**config.mk**
```make
export PLATFORM = sky130hd
export DESIGN_NAME = core_mem_tag_tracker_flat
export DESIGN_NICKNAME = d
export VERILOG_FILES = /design/src/rtl/core_mem_tag_tracker_if.sv /design/src/rtl/core_mem_tag_tracker.sv /design/src/flat_wrapper.sv
export SDC_FILE = /design/constraint.sdc
export NUM_CORES = 1
export LEC_CHECK = 0
export CAP_MARGIN = 20
export CORE_MARGIN = 5
export CORE_UTILIZATION = 35
export CTS_BUF_LIST = sky130_fd_sc_hd__clkbuf_8
export CTS_CLUSTER_SIZE = 14
export DETAILED_ROUTE_END_ITERATION = 8
export HOLD_SLACK_MARGIN = 0.02
export PLACE_DENSITY = 0.73
export SYNTH_ARGS = -nofsm -noshare
export SYNTH_HDL_FRONTEND = slang
export SYNTH_SLANG_ARGS = --single-unit
export TNS_END_PERCENT = 30
```
**constraint.sdc**
```tcl
create_clock -name clk -period 2.41 [get_ports clk]
set_input_delay 0.482 -clock clk [delete_from_list [all_inputs] [get_ports clk]]
set_output_delay 0.482 -clock clk [all_outputs]
set_load 0.02 [all_outputs]
```
**src/rtl/core_mem_tag_tracker_if.sv**
```systemverilog
// Handshake bundle between the core memory mux, the tag tracker and
// the global memory port: upstream req/rsp plus tagged memory req/rsp.
interface core_mem_tag_tracker_if #(
    parameter int ADDR_W = 32,
    parameter int DATA_W = 64,
    parameter int SRC_W  = 4,
    parameter int TAGS   = 4
);
    localparam int TAG_W = $clog2(TAGS);

    logic              up_req_valid;
    logic              up_req_ready;
    logic              up_req_write;
    logic [ADDR_W-1:0] up_req_addr;
    logic [DATA_W-1:0] up_req_data;
    logic [SRC_W-1:0]  up_req_src;

    logic              mem_req_valid;
    logic              mem_req_ready;
    logic              mem_req_write;
    logic [ADDR_W-1:0] mem_req_addr;
    logic [DATA_W-1:0] mem_req_data;
    logic [TAG_W-1:0]  mem_req_tag;

    logic              mem_rsp_valid;
    logic              mem_rsp_ready;
    logic [TAG_W-1:0]  mem_rsp_tag;
    logic [DATA_W-1:0] mem_rsp_data;

    logic              up_rsp_valid;
    logic              up_rsp_ready;
    logic [SRC_W-1:0]  up_rsp_src;
    logic [DATA_W-1:0] up_rsp_data;

    // slave: the tracker itself
    modport slave (
        input  up_req_valid,
        input  up_req_write,
        input  up_req_addr,
        input  up_req_data,
        input  up_req_src,
        output up_req_ready,
        output mem_req_valid,
        output mem_req_write,
        output mem_req_addr,
        output mem_req_data,
        output mem_req_tag,
        input  mem_req_ready,
        input  mem_rsp_valid,
        input  mem_rsp_tag,
        input  mem_rsp_data,
        output mem_rsp_ready,
        output up_rsp_valid,
        output up_rsp_src,
        output up_rsp_data,
        input  up_rsp_ready
    );

    // master: the mux and the memory port surrounding the tracker
    modport master (
        output up_req_valid,
        output up_req_write,
        output up_req_addr,
        output up_req_data,
        output up_req_src,
        input  up_req_ready,
        input  mem_req_valid,
        input  mem_req_write,
        input  mem_req_addr,
        input  mem_req_data,
        input  mem_req_tag,
        output mem_req_ready,
        output mem_rsp_valid,
        output mem_rsp_tag,
        output mem_rsp_data,
        input  mem_rsp_ready,
        input  up_rsp_valid,
        input  up_rsp_src,
        input  up_rsp_data,
        output up_rsp_ready
    );
endinterface

```
**src/rtl/core_mem_tag_tracker.sv**
```systemverilog
// Swaps upstream source ids for local tags on the way to memory and
// restores them on responses, allowing out-of-order memory returns.
module core_mem_tag_tracker #(
    parameter int  ADDR_W = 32,
    parameter int  DATA_W = 64,
    parameter int  SRC_W  = 4,
    parameter int  TAGS   = 4,
    localparam int TAG_W  = $clog2(TAGS)
) (
    input  logic                   clk,
    input  logic                   rst_n,
    core_mem_tag_tracker_if.slave  bus,
    output logic [TAG_W:0]         outstanding,
    output logic                   err_bad_tag
);

    logic                       any_free;
    logic [TAG_W-1:0]           free_tag;
    logic                       req_ready;
    logic                       req_fire;
    logic                       rsp_ready;
    logic                       rsp_fire;
    logic                       rsp_hit;
    logic                       rsp_good;

    logic [TAGS-1:0]            busy_q;
    logic [TAGS-1:0]            busy_d;
    logic [TAGS-1:0][SRC_W-1:0] src_q;
    logic [TAGS-1:0][SRC_W-1:0] src_d;
    logic [TAG_W:0]             cnt_q;
    logic [TAG_W:0]             cnt_d;
    logic                       err_q;
    logic                       err_d;

    logic                       mreq_valid_q;
    logic                       mreq_valid_d;
    logic                       mreq_write_q;
    logic                       mreq_write_d;
    logic [ADDR_W-1:0]          mreq_addr_q;
    logic [ADDR_W-1:0]          mreq_addr_d;
    logic [DATA_W-1:0]          mreq_data_q;
    logic [DATA_W-1:0]          mreq_data_d;
    logic [TAG_W-1:0]           mreq_tag_q;
    logic [TAG_W-1:0]           mreq_tag_d;

    logic                       ursp_valid_q;
    logic                       ursp_valid_d;
    logic [SRC_W-1:0]           ursp_src_q;
    logic [SRC_W-1:0]           ursp_src_d;
    logic [DATA_W-1:0]          ursp_data_q;
    logic [DATA_W-1:0]          ursp_data_d;

    // Lowest free tag, from the registered mask so a tag freed this
    // cycle only becomes allocatable next cycle.
    always_comb begin
        any_free = 1'b0;
        free_tag = '0;
        for (int i = TAGS - 1; i >= 0; i--) begin
            if (!busy_q[i]) begin
                any_free = 1'b1;
                free_tag = TAG_W'(i);
            end
        end
    end

    // Handshake qualifiers for both directions.
    always_comb begin
        req_ready = any_free && (!mreq_valid_q || bus.mem_req_ready);
        req_fire  = bus.up_req_valid && req_ready;
        rsp_ready = !ursp_valid_q || bus.up_rsp_ready;
        rsp_fire  = bus.mem_rsp_valid && rsp_ready;
        rsp_hit   = busy_q[bus.mem_rsp_tag];
        rsp_good  = rsp_fire && rsp_hit;
    end

    // Tag table: allocate on request accept, release on good response.
    // The allocated tag is never busy and the released one always is,
    // so both can happen in one cycle without conflict.
    always_comb begin
        busy_d = busy_q;
        src_d  = src_q;
        if (rsp_good) begin
            busy_d[bus.mem_rsp_tag] = 1'b0;
        end
        if (req_fire) begin
            busy_d[free_tag] = 1'b1;
            src_d[free_tag]  = bus.up_req_src;
        end
    end

    // Memory request output register.
    always_comb begin
        mreq_valid_d = mreq_valid_q;
        mreq_write_d = mreq_write_q;
        mreq_addr_d  = mreq_addr_q;
        mreq_data_d  = mreq_data_q;
        mreq_tag_d   = mreq_tag_q;
        if (req_fire) begin
            mreq_valid_d = 1'b1;
            mreq_write_d = bus.up_req_write;
            mreq_addr_d  = bus.up_req_addr;
            mreq_data_d  = bus.up_req_data;
            mreq_tag_d   = free_tag;
        end else if (bus.mem_req_ready) begin
            mreq_valid_d = 1'b0;
        end
    end

    // Upstream response output register; bad-tag responses are
    // consumed without producing an upstream beat.
    always_comb begin
        ursp_valid_d = ursp_valid_q;
        ursp_src_d   = ursp_src_q;
        ursp_data_d  = ursp_data_q;
        if (rsp_good) begin
            ursp_valid_d = 1'b1;
            ursp_src_d   = src_q[bus.mem_rsp_tag];
            ursp_data_d  = bus.mem_rsp_data;
        end else if (bus.up_rsp_ready) begin
            ursp_valid_d = 1'b0;
        end
    end

    // Outstanding count tracks the busy mask; error flag is sticky.
    always_comb begin
        cnt_d = cnt_q;
        err_d = err_q;
        if (req_fire && !rsp_good) begin
            cnt_d = cnt_q + 1'b1;
        end else if (!req_fire && rsp_good) begin
            cnt_d = cnt_q - 1'b1;
        end
        if (rsp_fire && !rsp_hit) begin
            err_d = 1'b1;
        end
    end

    // State registers, all cleared by asynchronous reset.
    always_ff @(posedge clk or negedge rst_n) begin
        if (!rst_n) begin
            busy_q       <= '0;
            src_q        <= '0;
            cnt_q        <= '0;
            err_q        <= 1'b0;
            mreq_valid_q <= 1'b0;
            mreq_write_q <= 1'b0;
            mreq_addr_q  <= '0;
            mreq_data_q  <= '0;
            mreq_tag_q   <= '0;
            ursp_valid_q <= 1'b0;
            ursp_src_q   <= '0;
            ursp_data_q  <= '0;
        end else begin
            busy_q       <= busy_d;
            src_q        <= src_d;
            cnt_q        <= cnt_d;
            err_q        <= err_d;
            mreq_valid_q <= mreq_valid_d;
            mreq_write_q <= mreq_write_d;
            mreq_addr_q  <= mreq_addr_d;
            mreq_data_q  <= mreq_data_d;
            mreq_tag_q   <= mreq_tag_d;
            ursp_valid_q <= ursp_valid_d;
            ursp_src_q   <= ursp_src_d;
            ursp_data_q  <= ursp_data_d;
        end
    end

    assign bus.up_req_ready  = req_ready;
    assign bus.mem_req_valid = mreq_valid_q;
    assign bus.mem_req_write = mreq_write_q;
    assign bus.mem_req_addr  = mreq_addr_q;
    assign bus.mem_req_data  = mreq_data_q;
    assign bus.mem_req_tag   = mreq_tag_q;
    assign bus.mem_rsp_ready = rsp_ready;
    assign bus.up_rsp_valid  = ursp_valid_q;
    assign bus.up_rsp_src    = ursp_src_q;
    assign bus.up_rsp_data   = ursp_data_q;
    assign outstanding       = cnt_q;
    assign err_bad_tag       = err_q;

endmodule

```
**src/flat_wrapper.sv**
```systemverilog
// flat-port wrapper written by rule: the top's interface ports become plain ports
module core_mem_tag_tracker_flat 
#(
    parameter int  ADDR_W = 32,
    parameter int  DATA_W = 64,
    parameter int  SRC_W  = 4,
    parameter int  TAGS   = 4,
    localparam int TAG_W  = $clog2(TAGS)
)
  (clk, rst_n, outstanding, err_bad_tag, bus_up_req_valid, bus_up_req_write, bus_up_req_addr, bus_up_req_data, bus_up_req_src, bus_up_req_ready, bus_mem_req_valid, bus_mem_req_write, bus_mem_req_addr, bus_mem_req_data, bus_mem_req_tag, bus_mem_req_ready, bus_mem_rsp_valid, bus_mem_rsp_tag, bus_mem_rsp_data, bus_mem_rsp_ready, bus_up_rsp_valid, bus_up_rsp_src, bus_up_rsp_data, bus_up_rsp_ready);
  core_mem_tag_tracker_if #(.ADDR_W(ADDR_W), .DATA_W(DATA_W), .SRC_W(SRC_W), .TAGS(TAGS)) bus_i ();
  input  logic clk;
  input  logic rst_n;
  output logic [TAG_W:0] outstanding;
  output logic err_bad_tag;
  input wire logic [$bits(bus_i.up_req_valid)-1:0] bus_up_req_valid;
  input wire logic [$bits(bus_i.up_req_write)-1:0] bus_up_req_write;
  input wire logic [$bits(bus_i.up_req_addr)-1:0] bus_up_req_addr;
  input wire logic [$bits(bus_i.up_req_data)-1:0] bus_up_req_data;
  input wire logic [$bits(bus_i.up_req_src)-1:0] bus_up_req_src;
  output wire logic [$bits(bus_i.up_req_ready)-1:0] bus_up_req_ready;
  output wire logic [$bits(bus_i.mem_req_valid)-1:0] bus_mem_req_valid;
  output wire logic [$bits(bus_i.mem_req_write)-1:0] bus_mem_req_write;
  output wire logic [$bits(bus_i.mem_req_addr)-1:0] bus_mem_req_addr;
  output wire logic [$bits(bus_i.mem_req_data)-1:0] bus_mem_req_data;
  output wire logic [$bits(bus_i.mem_req_tag)-1:0] bus_mem_req_tag;
  input wire logic [$bits(bus_i.mem_req_ready)-1:0] bus_mem_req_ready;
  input wire logic [$bits(bus_i.mem_rsp_valid)-1:0] bus_mem_rsp_valid;
  input wire logic [$bits(bus_i.mem_rsp_tag)-1:0] bus_mem_rsp_tag;
  input wire logic [$bits(bus_i.mem_rsp_data)-1:0] bus_mem_rsp_data;
  output wire logic [$bits(bus_i.mem_rsp_ready)-1:0] bus_mem_rsp_ready;
  output wire logic [$bits(bus_i.up_rsp_valid)-1:0] bus_up_rsp_valid;
  output wire logic [$bits(bus_i.up_rsp_src)-1:0] bus_up_rsp_src;
  output wire logic [$bits(bus_i.up_rsp_data)-1:0] bus_up_rsp_data;
  input wire logic [$bits(bus_i.up_rsp_ready)-1:0] bus_up_rsp_ready;
  assign bus_i.up_req_valid = bus_up_req_valid;
  assign bus_i.up_req_write = bus_up_req_write;
  assign bus_i.up_req_addr = bus_up_req_addr;
  assign bus_i.up_req_data = bus_up_req_data;
  assign bus_i.up_req_src = bus_up_req_src;
  assign bus_up_req_ready = bus_i.up_req_ready;
  assign bus_mem_req_valid = bus_i.mem_req_valid;
  assign bus_mem_req_write = bus_i.mem_req_write;
  assign bus_mem_req_addr = bus_i.mem_req_addr;
  assign bus_mem_req_data = bus_i.mem_req_data;
  assign bus_mem_req_tag = bus_i.mem_req_tag;
  assign bus_i.mem_req_ready = bus_mem_req_ready;
  assign bus_i.mem_rsp_valid = bus_mem_rsp_valid;
  assign bus_i.mem_rsp_tag = bus_mem_rsp_tag;
  assign bus_i.mem_rsp_data = bus_mem_rsp_data;
  assign bus_mem_rsp_ready = bus_i.mem_rsp_ready;
  assign bus_up_rsp_valid = bus_i.up_rsp_valid;
  assign bus_up_rsp_src = bus_i.up_rsp_src;
  assign bus_up_rsp_data = bus_i.up_rsp_data;
  assign bus_i.up_rsp_ready = bus_up_rsp_ready;
  core_mem_tag_tracker #(.ADDR_W(ADDR_W), .DATA_W(DATA_W), .SRC_W(SRC_W), .TAGS(TAGS)) u_core (.clk(clk), .rst_n(rst_n), .bus(bus_i), .outstanding(outstanding), .err_bad_tag(err_bad_tag));
endmodule
```
### Word level (Yosys, flattened, before mapping)

Index checks and enable logic that the tools add are counted.

* bits in registers: 193
* output and inout port bits: 175

* add/sub/neg operators: 2
* magnitude comparators: 4
* muxes and demuxes: 27
* bitwise operators: 3
* reduce and logical (&&, ||, !) cells: 19

Operator list (count)
* $bwmux W16: 1
* $mux W4: 4
* $mux W1: 11
* $logic_and A1 B1 Y1: 9
* $bmux W4 S2: 1
* $demux W4 S2: 1
* $mux W2: 4
* $lt A2 B3 Y1 const B: 2
* $mux W3: 2
* $reduce_bool A2 Y1: 3
* $logic_not A1 Y1: 5
* $and A4 B4 Y4: 1
* $demux W1 S2: 2
* $ge A2 B1 Y1 const B: 2
* $not A4 Y4: 1
* $or A4 B4 Y4: 1
* $add A3 B1 Y3 const B: 1
* $sub A3 B1 Y3 const B: 1
* $bmux W1 S2: 1
* $logic_or A1 B1 Y1: 2

### Depth between registers and ports, before layout

* depth after elaboration: 10
* depth in mapped cells: 11
* mapped depth without buffers: 9

### Least setup slack after synthesis

Ideal clock, no wire load.

* path kind: input to register
* start: input bus_mem_rsp_tag[0]
* end: register u_core.cnt_q[2] (netlist: u_core.outstanding[2])
* arrival: 2530 ps
* path slack: -199 ps
* stages on the path: 11
* cell sequence: buf_6 -> mux4_2 -> nand3_4 -> buf_8 -> buf_12 -> ha_1 -> inv_1 -> fa_1 -> xor2_1 -> nor2_1 -> xor2_1

* cells in the longest elaborated chain, start to end: 6
* elaborated cells on any way between the ends: 8
* those cells by class: mux: 3; reduce/logical: 5

Ends and longest elaborated chain
* start: declaration: line flat_wrapper.sv:29 `input wire logic [$bits(bus_i.mem_rsp_tag)-1:0] bus_mem_rsp_tag;`
* $bmux W1 S2 *: line core_mem_tag_tracker.sv:72 `rsp_hit = busy_q[bus.mem_rsp_tag];`
* $mux W1 (implied by the code) *: line core_mem_tag_tracker.sv:72
* $logic_and A1 B1 Y1 *: line core_mem_tag_tracker.sv:73 `rsp_good = rsp_fire && rsp_hit;`
* $logic_not A1 Y1: line core_mem_tag_tracker.sv:128 `if (req_fire && !rsp_good) begin`
* $logic_and A1 B1 Y1: line core_mem_tag_tracker.sv:128
* $mux W3 or $reduce_bool A2 Y1 (tied branches)
* end signal: assignment: line core_mem_tag_tracker.sv:156 `cnt_q <= cnt_d;`
* end: declaration: line core_mem_tag_tracker.sv:30 `logic [TAG_W:0] cnt_q;`

Every way passes the cells marked *; elsewhere a longest branch is shown, timed or not. The select of a mux whose other input is x is not followed.
A chain may end at the register's enable or synchronous reset.

### Worst setup path after layout

* start: input bus_up_rsp_ready
* end: output bus_mem_rsp_ready

* cells in the longest elaborated chain, start to end: 1

Ends and longest elaborated chain
* start: declaration: line flat_wrapper.sv:35 `input wire logic [$bits(bus_i.up_rsp_ready)-1:0] bus_up_rsp_ready;`
* $logic_or A1 B1 Y1: line core_mem_tag_tracker.sv:70 `rsp_ready = !ursp_valid_q || bus.up_rsp_ready;`
* end: declaration: line flat_wrapper.sv:31 `output wire logic [$bits(bus_i.mem_rsp_ready)-1:0] bus_mem_rsp_ready;`

No other way between the ends.

==> impl_metrics.ini <==
[status]
status = finished, final reports clean

[clocking]
cts_tree = done
h-tree-depth = 4
clock-root-buffer = clkbuf_8
post-cts-setup-buffer-count = 0
clock_latency_ps = 450
cts_buffers = 17
clk_pin_slew_ps = 100
cts.sinks = 193
cts.path.max_buffers = 2

[cells_and_area]
final_cell_mix = clkdlybuf4s50_1, dfrtp_1, mux2_2
diodes = 0
syn2layout_area_growth_pct = 58.4
nets = 984
final_layout_size_suffix_gt1_share_pct = 29.8
mostFrequentLayoutCell = clkdlybuf4s50_1

[yosys]
synth_top_family_by_area = multiplexers
synth-xor-area-share_pct = 0.354
synth-simple-area-share_pct = 1.53
synth_compound_area_share_pct = 1.01
seq_area_frac_synth_pct = 65.0
netlist_area_um2 = 7430
synth_mux_area_share_pct = 29.6
synthAdderAreaFrac_pct = 0.438
ys.warnings.count = 0
synthCells = 441
syn_avg_cell_area_um2 = 16.9
synth_largest_area_cell = dfrtp_1
synthTopCellsByArea = dfrtp_1, mux2_2, mux2_4
synth_seq_cells = 193
synth_top_cell_area_share_pct = 65.0
synth.distinct_cells = 30
syn-num-nets = 616

[routing]
viasPerCell = 4.58
wire_per_inst_um = 18.7
first_pass_iters = 4
ant_nets = 0
routed_wl_um = 20500
drc = 0
vias = 5024
drt_first_iter_violations = 159

[grt]
grt_remaining_overflow = 0
antenna_found_initial = 0
grt_pass1_wl_um = 32000
grt_max_degree = 102
grt_pass1_vias = 5679
track_usage_pct = 16.9

[setup_path]
crit_top_cell = clkdlybuf4s50_1
cp_max_fo = 3
cpPeakStageDelay_ps = 640
cpLargestDelayFamily = buffers and inverters
crit_chain = clkdlybuf4s50_1 -> nand2b_1 -> clkdlybuf4s50_1
rrSetupSlack_ps = 320
rr_worst_depth = 8
r2r-start = u_core.busy_q[0]
worstSetupPathType = in2out
crit_cells = 3
worst-path-buf-inv = 2
critical_path.startpoint = bus_up_rsp_ready
arrival_ps = 1780
worstPathRequired_ps = 1930
crit_path_end_kind = primary output
timing.rr.end = u_core.outstanding[2]
slowest_stage = clkdlybuf4s50_1
cp-endpoint = bus_mem_rsp_ready
worst_setup_path_start_kind = input port

[power_and_ir_drop]
power-per-cell-area_nw_per_um2 = 1150
total_leakage_power_nw = 4.91
vdd_drop_max_v = 0.000532

[sta]
fin_skew_ps = 12.0
tightest_slew_ps = 614
final_hold_viol_count = 0
rsz0062_at_grt = no
clock.fmax_mhz = 442
setup_ws_ps = 147
timing.final.crit_period_ps = 2260
finalCritPeriodShare_pct = 93.9
setup_violations = 0
relSlewSlack_pct = 59.1
hold_ws_ps = 480
tns_ps = 0
maxSlewViolCount = 0

[floorplan]
die_y_um = 156
core.rowCount = 53
dieArea_um2 = 24200
die_x_um = 156
ios = 348
core_um2 = 21000
start_util_pct = 35.5

[placed_design]
io_buffers = 347
place.gp.congestion = 0.786
dp_hpwl_um = 15600
dp_slack_ps = -256

[run]
cap_violations = 0

[hold_path]
hold_path_class = reg2reg
[what timing repair did]
action / in CTS / in global routing
hold buffers: 1 / 0
hold endpoints to repair: 54 / 0
gates resized for setup: 0 / 1
setup endpoints to repair: 0 / 1
[Yosys cell counts]
cell type and count:
dfrtp_1 193, mux2_2 173, buf_2 11, mux2_4 9
nand2_1 6, buf_4 5, mux4_2 5, o21ai_0 5
inv_1 4, nand4_1 4, nor2_1 3, a21o_1 2
nand2b_1 2, o31ai_1 2, xor2_1 2, a211oi_1 1
a21oi_1 1, and2_1 1, buf_12 1, buf_6 1
buf_8 1, clkbuf_1 1, fa_1 1, ha_1 1
nand3_1 1, nand3_4 1, nor2b_1 1, nor3b_1 1
o21bai_1 1, xnor2_1 1
[per-layer routing]
metal  global-route usage, %  wire length, um  vias to the layer above
li1                        -                -                     2290
met1                    19.2             7690                     2489
met2                    29.3            10500                      221
met3                    7.24             1950                       24
met4                    4.71              348                        0
met5                       0                0                        -
[through the flow]
step / util, % / instance area (um^2) / std cells / power (mW)
6_report: 56.2 / 11800 / 1097 / 13.5
2_1_floorplan: - / 7450 / 441 / 8.37
5_1_grt: 56.2 / 11800 / 1097 / 14.3
4_1_cts: 56.1 / 11800 / 1097 / 13.7
3_5_place_dp: 54.3 / 11400 / 1064 / 11.6
3_3_place_gp: 54.3 / 11400 / 1064 / 11.4
[flip-flops by register name (all words and copies together) (netlist names)]
name                      count
u_core.bus.up_rsp_valid       1
u_core.err_bad_tag            1
u_core.bus.mem_req_valid      1
u_core.busy_q                 4
u_core.bus.mem_req_addr      32
u_core.bus.mem_req_tag        2
u_core.bus.up_rsp_data       64
u_core.outstanding            3
u_core.bus.mem_req_data      64
u_core.src_q                 16
u_core.bus.mem_req_write      1
u_core.bus.up_rsp_src         4
[logic make-up (layout without fill, tap and decap cells)]
| logic type | count (synthesis) | in the layout |
|---|---|---|
| AOI/OAI and AO/OA | 12 | 12 |
| xor gates and xnor gates | 3 | 3 |
| adders and majority gates | 2 | 2 |
| buffers and inverters | 24 | 405 |
| muxes | 187 | 187 |
| and+or+nand+nor | 20 | 20 |
| DFF | 193 | 193 |
[worst min-delay path by stage]
| stage | slack, ps | cells after the start | startpoint | to |
|---|---|---|---|---|
| after floorplan | 190 | 0 | rst_n | u_core.bus.mem_req_addr[0] |
| after global routing | 500 | 1 | u_core.outstanding[2] | u_core.outstanding[2] |
| final | 480 | 1 | u_core.outstanding[2] | u_core.outstanding[2] |
| after CTS | 480 | 1 | u_core.outstanding[2] | u_core.outstanding[2] |
| after global placement | 460 | 1 | u_core.err_bad_tag | u_core.err_bad_tag |
| after detailed placement | 470 | 1 | u_core.outstanding[2] | u_core.outstanding[2] |
[where the power goes]
part	switching, mW	internal [mW]	total [mW]
logic	2.79	3.47	6.26
registers	0.680	4.48	5.16
clock network	1.26	0.813	2.08
[layout make-up]
type                            count  area, um^2
Clock inverter                     13         124
Inverter                            4        15.0
Fill cell                        1743        9190
Multi-Input combinational cell    224        2470
Sequential cell                   193        4830
Clock buffer                       19         262
Timing Repair Buffer              369        3720
Tap cell                          275         344
(Power assumes the default switching activity.)
